<file path="config.mk">
export PLATFORM = sky130hd
export DESIGN_NAME = ysyx_22040237_regfile_sb
export DESIGN_NICKNAME = d
export VERILOG_FILES = /design/src/rtl/ysyx_22040237_regfile_sb_pkg.sv /design/src/rtl/ysyx_22040237_sb_cnt.sv /design/src/rtl/ysyx_22040237_regfile_sb.sv
export SDC_FILE = /design/constraint.sdc
export NUM_CORES = 2
export LEC_CHECK = 0
export CORE_MARGIN = 8
export CORE_UTILIZATION = 32
export DETAILED_ROUTE_END_ITERATION = 12
export PLACE_DENSITY_LB_ADDON = 0.1
export SETUP_SLACK_MARGIN = 0.3
export SLEW_MARGIN = 5
export SYNTH_ARGS = -nofsm -noshare
export SYNTH_HDL_FRONTEND = slang
export SYNTH_SLANG_ARGS = --single-unit
</file>
<file path="constraint.sdc">
create_clock -name clk -period 5.37 [get_ports clk]
set_clock_uncertainty 0.15 [all_clocks]
set_input_delay 1.074 -clock clk [delete_from_list [all_inputs] [get_ports clk]]
set_output_delay 1.074 -clock clk [all_outputs]
set_load 0.1 [all_outputs]
</file>
<file path="src/rtl/ysyx_22040237_regfile_sb_pkg.sv">
// ---------------------------------------------------------------------------
// ysyx_22040237_regfile_sb_pkg
// Shared sizing constants and types for the register file / scoreboard slice.
//   DEF_REG_WIDTH : register data width (taken from `ysyx_22040237_REG_WIDTH,
//                   64 unless the build overrides the macro)
//   IDX_W         : architectural register index width
//   DEF_NREG      : number of architectural registers (x0 hardwired to zero)
//   DEF_CNT_W     : width of each per-register pending-write counter
// Optional feature elsewhere in the slice: YSYX_22040237_REGFILE_BYPASS_EN.
// ---------------------------------------------------------------------------
`ifndef ysyx_22040237_REG_WIDTH
`define ysyx_22040237_REG_WIDTH 64
`endif

package ysyx_22040237_regfile_sb_pkg;

    localparam int DEF_REG_WIDTH = `ysyx_22040237_REG_WIDTH;
    localparam int IDX_W         = 5;
    localparam int DEF_NREG      = 32;
    localparam int DEF_CNT_W     = 2;

    typedef logic [IDX_W-1:0] reg_idx_t;

endpackage

</file>
<file path="src/rtl/ysyx_22040237_sb_cnt.sv">
// ---------------------------------------------------------------------------
// ysyx_22040237_sb_cnt
// Pending-write counter for one architectural register.
// Ports:
//   clk, rst  : clock, synchronous active-high reset
//   flush_i   : clear the count, ignoring inc/dec this cycle
//   inc_i     : an instruction writing this register is issuing
//   dec_i     : writeback to this register is retiring
//   cnt_o     : current outstanding-write count (registered)
//   err_o     : pulse, writeback arrived while no write was outstanding
// The count never wraps: the issuer stalls at all-ones, and a retire at zero
// holds the count at zero and raises err_o instead.
// ---------------------------------------------------------------------------
module ysyx_22040237_sb_cnt
    import ysyx_22040237_regfile_sb_pkg::*;
#(
    parameter int CNT_W = DEF_CNT_W
) (
    input  logic             clk,
    input  logic             rst,
    input  logic             flush_i,
    input  logic             inc_i,
    input  logic             dec_i,
    output logic [CNT_W-1:0] cnt_o,
    output logic             err_o
);

    logic [CNT_W-1:0] cnt_q;
    logic [CNT_W-1:0] cnt_d;

    // Next-count selection: flush first, then the inc/dec combinations.
    always_comb begin
        cnt_d = cnt_q;
        if (flush_i) begin
            cnt_d = '0;
        end else begin
            case ({inc_i, dec_i})
                2'b10: begin
                    if (cnt_q != {CNT_W{1'b1}}) begin
                        cnt_d = cnt_q + {{(CNT_W-1){1'b0}}, 1'b1};
                    end else begin
                        cnt_d = cnt_q;
                    end
                end
                2'b01: begin
                    if (cnt_q != '0) begin
                        cnt_d = cnt_q - {{(CNT_W-1){1'b0}}, 1'b1};
                    end else begin
                        cnt_d = cnt_q;
                    end
                end
                default: cnt_d = cnt_q;
            endcase
        end
    end

    // Underflow detection; a flushed cycle discards the retire entirely.
    always_comb begin
        err_o = 1'b0;
        if (!flush_i && dec_i && (cnt_q == '0)) begin
            err_o = 1'b1;
        end else begin
            err_o = 1'b0;
        end
    end

    // Count register.
    always_ff @(posedge clk) begin
        if (rst) begin
            cnt_q <= '0;
        end else begin
            cnt_q <= cnt_d;
        end
    end

    assign cnt_o = cnt_q;

endmodule

</file>
<file path="src/rtl/ysyx_22040237_regfile_sb.sv">
// ---------------------------------------------------------------------------
// ysyx_22040237_regfile_sb
// Integer register file with a write-pending scoreboard.
// Ports:
//   clk, rst                      : clock, synchronous active-high reset
//   rd_wr_en_i/rd_idx_i/rd_data_i : writeback write port (x0 writes dropped)
//   rs1_idx_i/rs2_idx_i           : decode read indices
//   rs1_data_o/rs2_data_o         : combinational read data (x0 reads 0)
//   rs1_busy_o/rs2_busy_o         : read register has an outstanding write
//   issue_en_i/issue_rd_idx_i     : issuing instruction and its destination
//   issue_stall_o                 : destination counter saturated, hold issue
//   flush_i                       : drop all pending-write tracking
//   busy_vec_o                    : per-register busy bits
//   sb_err_o                      : sticky, writeback with nothing pending
// Macro YSYX_22040237_REGFILE_BYPASS_EN: forward same-cycle writeback data
// to the read ports and report busy from the post-retire count.
// ---------------------------------------------------------------------------
module ysyx_22040237_regfile_sb
    import ysyx_22040237_regfile_sb_pkg::*;
#(
    parameter int REG_WIDTH = DEF_REG_WIDTH,
    parameter int NREG      = DEF_NREG,
    parameter int CNT_W     = DEF_CNT_W
) (
    input  logic                 clk,
    input  logic                 rst,
    input  logic                 rd_wr_en_i,
    input  logic [4:0]           rd_idx_i,
    input  logic [REG_WIDTH-1:0] rd_data_i,
    input  logic [4:0]           rs1_idx_i,
    input  logic [4:0]           rs2_idx_i,
    output logic [REG_WIDTH-1:0] rs1_data_o,
    output logic [REG_WIDTH-1:0] rs2_data_o,
    output logic                 rs1_busy_o,
    output logic                 rs2_busy_o,
    input  logic                 issue_en_i,
    input  logic [4:0]           issue_rd_idx_i,
    output logic                 issue_stall_o,
    input  logic                 flush_i,
    output logic [NREG-1:0]      busy_vec_o,
    output logic                 sb_err_o
);

    logic [REG_WIDTH-1:0] regs_q [NREG];
    logic [CNT_W-1:0]     cnt_s  [NREG];
    logic [NREG-1:0]      inc_vec_s;
    logic [NREG-1:0]      dec_vec_s;
    logic [NREG-1:0]      err_vec_s;
    logic [NREG-1:0]      busy_s;
    logic [CNT_W-1:0]     issue_cnt_s;
    logic                 sb_err_q;
    logic                 sb_err_d;
`ifdef YSYX_22040237_REGFILE_BYPASS_EN
    logic [NREG-1:0]      busy_post_s;
`endif

    // A retire to the issuing register frees a slot, so saturation only
    // stalls when no same-cycle writeback targets that register.
    always_comb begin
        issue_cnt_s   = cnt_s[issue_rd_idx_i];
        issue_stall_o = 1'b0;
        if (issue_en_i && (issue_rd_idx_i != 5'd0) &&
            (issue_cnt_s == {CNT_W{1'b1}}) &&
            !(rd_wr_en_i && (rd_idx_i == issue_rd_idx_i))) begin
            issue_stall_o = 1'b1;
        end else begin
            issue_stall_o = 1'b0;
        end
    end

    // Per-register increment/decrement strobes and busy bits; x0 never tracks.
    always_comb begin
        inc_vec_s = '0;
        dec_vec_s = '0;
        busy_s    = '0;
        for (int i = 1; i < NREG; i++) begin
            inc_vec_s[i] = issue_en_i && (issue_rd_idx_i == 5'(i)) && !issue_stall_o;
            dec_vec_s[i] = rd_wr_en_i && (rd_idx_i == 5'(i));
            busy_s[i]    = (cnt_s[i] != '0);
        end
    end

    assign cnt_s[0]     = '0;
    assign err_vec_s[0] = 1'b0;

    for (genvar g = 1; g < NREG; g++) begin : g_cnt
        ysyx_22040237_sb_cnt #(
            .CNT_W (CNT_W)
        ) u_cnt (
            .clk     (clk),
            .rst     (rst),
            .flush_i (flush_i),
            .inc_i   (inc_vec_s[g]),
            .dec_i   (dec_vec_s[g]),
            .cnt_o   (cnt_s[g]),
            .err_o   (err_vec_s[g])
        );
    end

`ifdef YSYX_22040237_REGFILE_BYPASS_EN
    // Busy as seen after this cycle's retire: inc+dec leaves the count alone,
    // a lone retire drops it by one.
    always_comb begin
        busy_post_s = '0;
        for (int i = 1; i < NREG; i++) begin
            if (inc_vec_s[i]) begin
                busy_post_s[i] = (cnt_s[i] != '0);
            end else begin
                busy_post_s[i] = (cnt_s[i] > {{(CNT_W-1){1'b0}}, 1'b1});
            end
        end
    end
`endif

    // Read ports, with optional same-cycle writeback forwarding.
    always_comb begin
        rs1_data_o = (rs1_idx_i == 5'd0) ? '0 : regs_q[rs1_idx_i];
        rs2_data_o = (rs2_idx_i == 5'd0) ? '0 : regs_q[rs2_idx_i];
        rs1_busy_o = busy_s[rs1_idx_i];
        rs2_busy_o = busy_s[rs2_idx_i];
`ifdef YSYX_22040237_REGFILE_BYPASS_EN
        if (rd_wr_en_i && (rd_idx_i != 5'd0) && (rd_idx_i == rs1_idx_i)) begin
            rs1_data_o = rd_data_i;
            rs1_busy_o = busy_post_s[rs1_idx_i];
        end else begin
            rs1_busy_o = busy_s[rs1_idx_i];
        end
        if (rd_wr_en_i && (rd_idx_i != 5'd0) && (rd_idx_i == rs2_idx_i)) begin
            rs2_data_o = rd_data_i;
            rs2_busy_o = busy_post_s[rs2_idx_i];
        end else begin
            rs2_busy_o = busy_s[rs2_idx_i];
        end
`endif
    end

    assign busy_vec_o = busy_s;

    // Register array; x0 is never written so it stays at its reset value.
    always_ff @(posedge clk) begin
        if (rst) begin
            for (int i = 0; i < NREG; i++) begin
                regs_q[i] <= '0;
            end
        end else if (rd_wr_en_i && (rd_idx_i != 5'd0)) begin
            regs_q[rd_idx_i] <= rd_data_i;
        end
    end

    // Sticky error: any counter underflow latches until reset.
    always_comb begin
        sb_err_d = sb_err_q;
        if (|err_vec_s) begin
            sb_err_d = 1'b1;
        end else begin
            sb_err_d = sb_err_q;
        end
    end

    // Error flag register.
    always_ff @(posedge clk) begin
        if (rst) begin
            sb_err_q <= 1'b0;
        end else begin
            sb_err_q <= sb_err_d;
        end
    end

    assign sb_err_o = sb_err_q;

endmodule
</file>
==> results.toml <==
[drt]
drtIter0Drc = 8849
wl_per_cell_um = 37.5
drtAntennaViolNets = 0
post_drt_via_cell_ratio = 5.68
vias = 69800
drc = 0
dr.pass1.iters = 5
routed_wl_mm = 460

[setup_path]
crit_arrival_ns = 3.79
critPathKind = "in -> out"
crit_family = "multiplexers"
path_cells = "buf_8, buf_12, mux4_2, mux4_2, mux2i_1, nor2_1, buf_12"
required_ns = 4.15
critPathMaxStageDelay_ns = 0.53
worst-r2r-setup-slack_ns = 2.56
critPathBufInv = 3
critPathMaxFanout = 34
r2r-start = "g_cnt[15].u_cnt.cnt_o[0]"
cp-end-kind = "primary output"
rr_endpoint = "g_cnt[14].u_cnt.cnt_o[0]"
crit_path_start_kind = "input port"
reg2reg_depth = 8
cpMaxStageDelayCell = "mux4_2"

[global_route]
first_global_vias = 71900
track_usage = 0.242
antenna_found_initial = 60
grt_max_degree = 65
grt_pass1_wl_mm = 627
overflow = 0

[die]
start_util = 0.321
die-area_mm2 = 0.373
dieWidth_um = 611
io_pins = 253
placementRows = 218
die_h_um = 611
core_mm2 = 0.352

[layout]
finalInstanceArea_mm2 = 0.134
fin_cells = 12300
syn_to_final_growth_pct = 18.7
seq_area_mm2 = 0.0628
finalNetCount = 7392
fillerInstances = 32600
final_util = 0.381
multi_input_area_mm2 = 0.0482
drive_gt1_frac = 0.314

[synth]
post_synth.cell_area_avg_um2 = 15.9
yosys_warnings = 0
seq_area_frac_synth = 0.554
synth_edf_count = 2048
async_flop_share = 0
synth.distinct_cells = 74
synth-seq-cells = 2111
synthFlopType = "edfxtp_1"
syn_area_mm2 = 0.113
synthCells = 7112

[power_and_ir_drop]
comb_power_share = 0.168
p_int_mw = 32.0
p_leak_nw = 45.2
power_frac_clock = 0.392
peakVddDrop_uv = 213
switchingPower_mw = 12.1
power_switching_share = 0.275
powerDensity_mw_per_mm2 = 328
p_seq_frac = 0.440

[clock_tree]
cts_tree = "built"
insertion_delay_ns = 0.91
cts_buffers = 266
cts.path.max_buffers = 4
cts.sinks = 2111
ctsHoldBuffers = 0
htreeDepth = 5
clk_pin_slew_worst_paths_ns = 0.06
cts-root-buf = "clkbuf_16"
postCtsSetupBuffers = 0

[timing]
period_share = 0.935
slew_viol_final = 0
rsz0062_at_grt = "no"
setup_tns_ns = 0
max_freq_ghz = 0.199
worstMarginPinSlew_ns = 1.12
timing.final.crit_period_ns = 5.02
hold_ws_ns = 0.303
hold_violations = 0
setup_viol = 0
max_slew_margin = 0.250

[outcome]
status = "completed"

[worst_hold_path]
min_to = "sb_err_o"
hp-start = "sb_err_o"
min_path_cells = 2
hp-class = "reg -> reg"

[placed_design]
gp_congestion = 0.815
numPortBuffers = 251
dp_cells = 11800
placed_area_mm2 = 0.126
dpl.hpwl_mm = 253

[run]
max-cap-violations = 0
stage by stage:
| stage | power [mW] | setup slack (ns) |
|---|---|---|
| after global placement | 27.1 | 0.194 |
| after global routing | 45.3 | 0.334 |
| after detailed placement | 27.2 | 0.209 |
| after CTS | 44.5 | 0.318 |
| after floorplan | 24.0 | 0.214 |
| final | 44.1 | 0.351 |
what timing repair did:
action,4_1_cts,5_1_grt
setup endpoints to repair,2,1
resized for setup,2,1
hold endpoints to repair,0,0
power groups by stage:
stage	registers, mW	logic (mW)	clock network (mW)
6_report	19.4	7.42	17.3
5_1_grt	19.5	7.68	18.1
4_1_cts	19.4	7.52	17.6
3_5_place_dp	19.7	7.51	0
3_3_place_gp	19.6	7.51	0
2_1_floorplan	19.5	4.42	0
cell families after synthesis:
group	synth area share
buffers and inverters	0.0277
xor gates and xnor gates	0.000619
DFF	0.554
muxes	0.273
and+or+nand+nor	0.133
AOI/OAI and AO/OA	0.0117
other	0.0000331
state kept, by name, indices dropped and copies added, names as in the netlist:
signal	cells
regs_q	2048
g_cnt.u_cnt.cnt_o	62
sb_err_o	1
worst max path at each step:
stage                             from              to  slack, ns  cells past startpoint
after global placement    rs1_idx_i[0]  rs1_data_o[62]       0.19                      8
final                     rs1_idx_i[1]  rs1_data_o[61]       0.35                      7
after CTS                 rs1_idx_i[1]  rs1_data_o[61]       0.32                      7
after detailed placement  rs1_idx_i[0]  rs1_data_o[62]       0.21                      8
after global routing      rs1_idx_i[1]  rs1_data_o[48]       0.33                      8
after floorplan           rs2_idx_i[0]  rs2_data_o[60]       0.21                      7
cell type report:
class                           count  area share
Tap cell                         4730      0.0440
Inverter                           41     0.00114
Multi-Input combinational cell   4243       0.358
Clock buffer                      350      0.0542
Sequential cell                  2111       0.467
Antenna cell                       60     0.00112
Timing Repair Buffer              640      0.0687
Clock inverter                    100     0.00542
worst min-delay path: cells and delay by family, from the launching register on:
| kind | cells | cell delay, ns |
|---|---|---|
| buf+inv | 1 | 0.05 |
| compound gates | 1 | 0.05 |
| flops | 1 | 0.31 |
cell usage after synthesis, types with 5 or more instances:
cell       number  share of area
dfxtp_1        63          0.011
nand2b_1       12        0.00066
or2_2          32         0.0018
nor3_1         28         0.0012
nor2_1        238         0.0079
o31ai_1        12        0.00080
o31a_1          5        0.00039
a2111oi_2       5        0.00066
o21ai_0        21        0.00093
o211ai_1        9        0.00060
edfxtp_1     2048           0.54
nor4_1         11        0.00061
xor2_1          6        0.00046
buf_2          13        0.00057
mux4_2       1311           0.26
nand4_1         7        0.00039
nor2b_1        22         0.0012
nor3b_1         6        0.00040
inv_1          41         0.0014
nand3_1        38         0.0017
o21bai_1        5        0.00033
buf_1         142         0.0047
a21oi_1        35         0.0015
and2_1       1988           0.11
clkbuf_1      620          0.021
a211oi_1       12        0.00080
or3_1          16        0.00088
a31oi_1        21         0.0012
and3_1         10        0.00055
mux2i_1       132          0.012
nand4b_1       11        0.00085
nand2_1        86         0.0029
or4_4           6        0.00060
a221oi_1        5        0.00039
o22ai_1        24         0.0013
metal layers:
metal | routed length [um] | part of all wire | track usage
met5 | 46 | 0.00010 | 0
met4 | 14500 | 0.032 | 0.0698
met3 | 34800 | 0.076 | 0.0395
met2 | 223000 | 0.48 | 0.401
met1 | 188000 | 0.41 | 0.329
layout by cell type (no fill, tap or decap), drive strengths merged, types with 5 or more instances in the layout:
cell type	n
a21oi	35
mux4	1311
a2111oi	7
or3b	5
nand3	38
inv	47
o31ai	12
edfxtp	2048
o21ai	24
nor4	12
clkinv	80
o211ai	9
o31a	5
xor2	6
a211oi	12
or4	10
nand4	7
a221oi	5
nor3	29
nand2	87
or2	33
conb	65
or3	16
o21bai	5
nor2	239
mux2i	132
bufinv	10
nand2b	12
clkdlybuf4s50	109
buf	528
nand4b	11
a31oi	22
nor2b	22
clkbuf	353
dfxtp	63
and2	1988
o22ai	24
diode	60
and3	10
nor3b	6
Note: power is estimated with default switching activity, not from simulation.
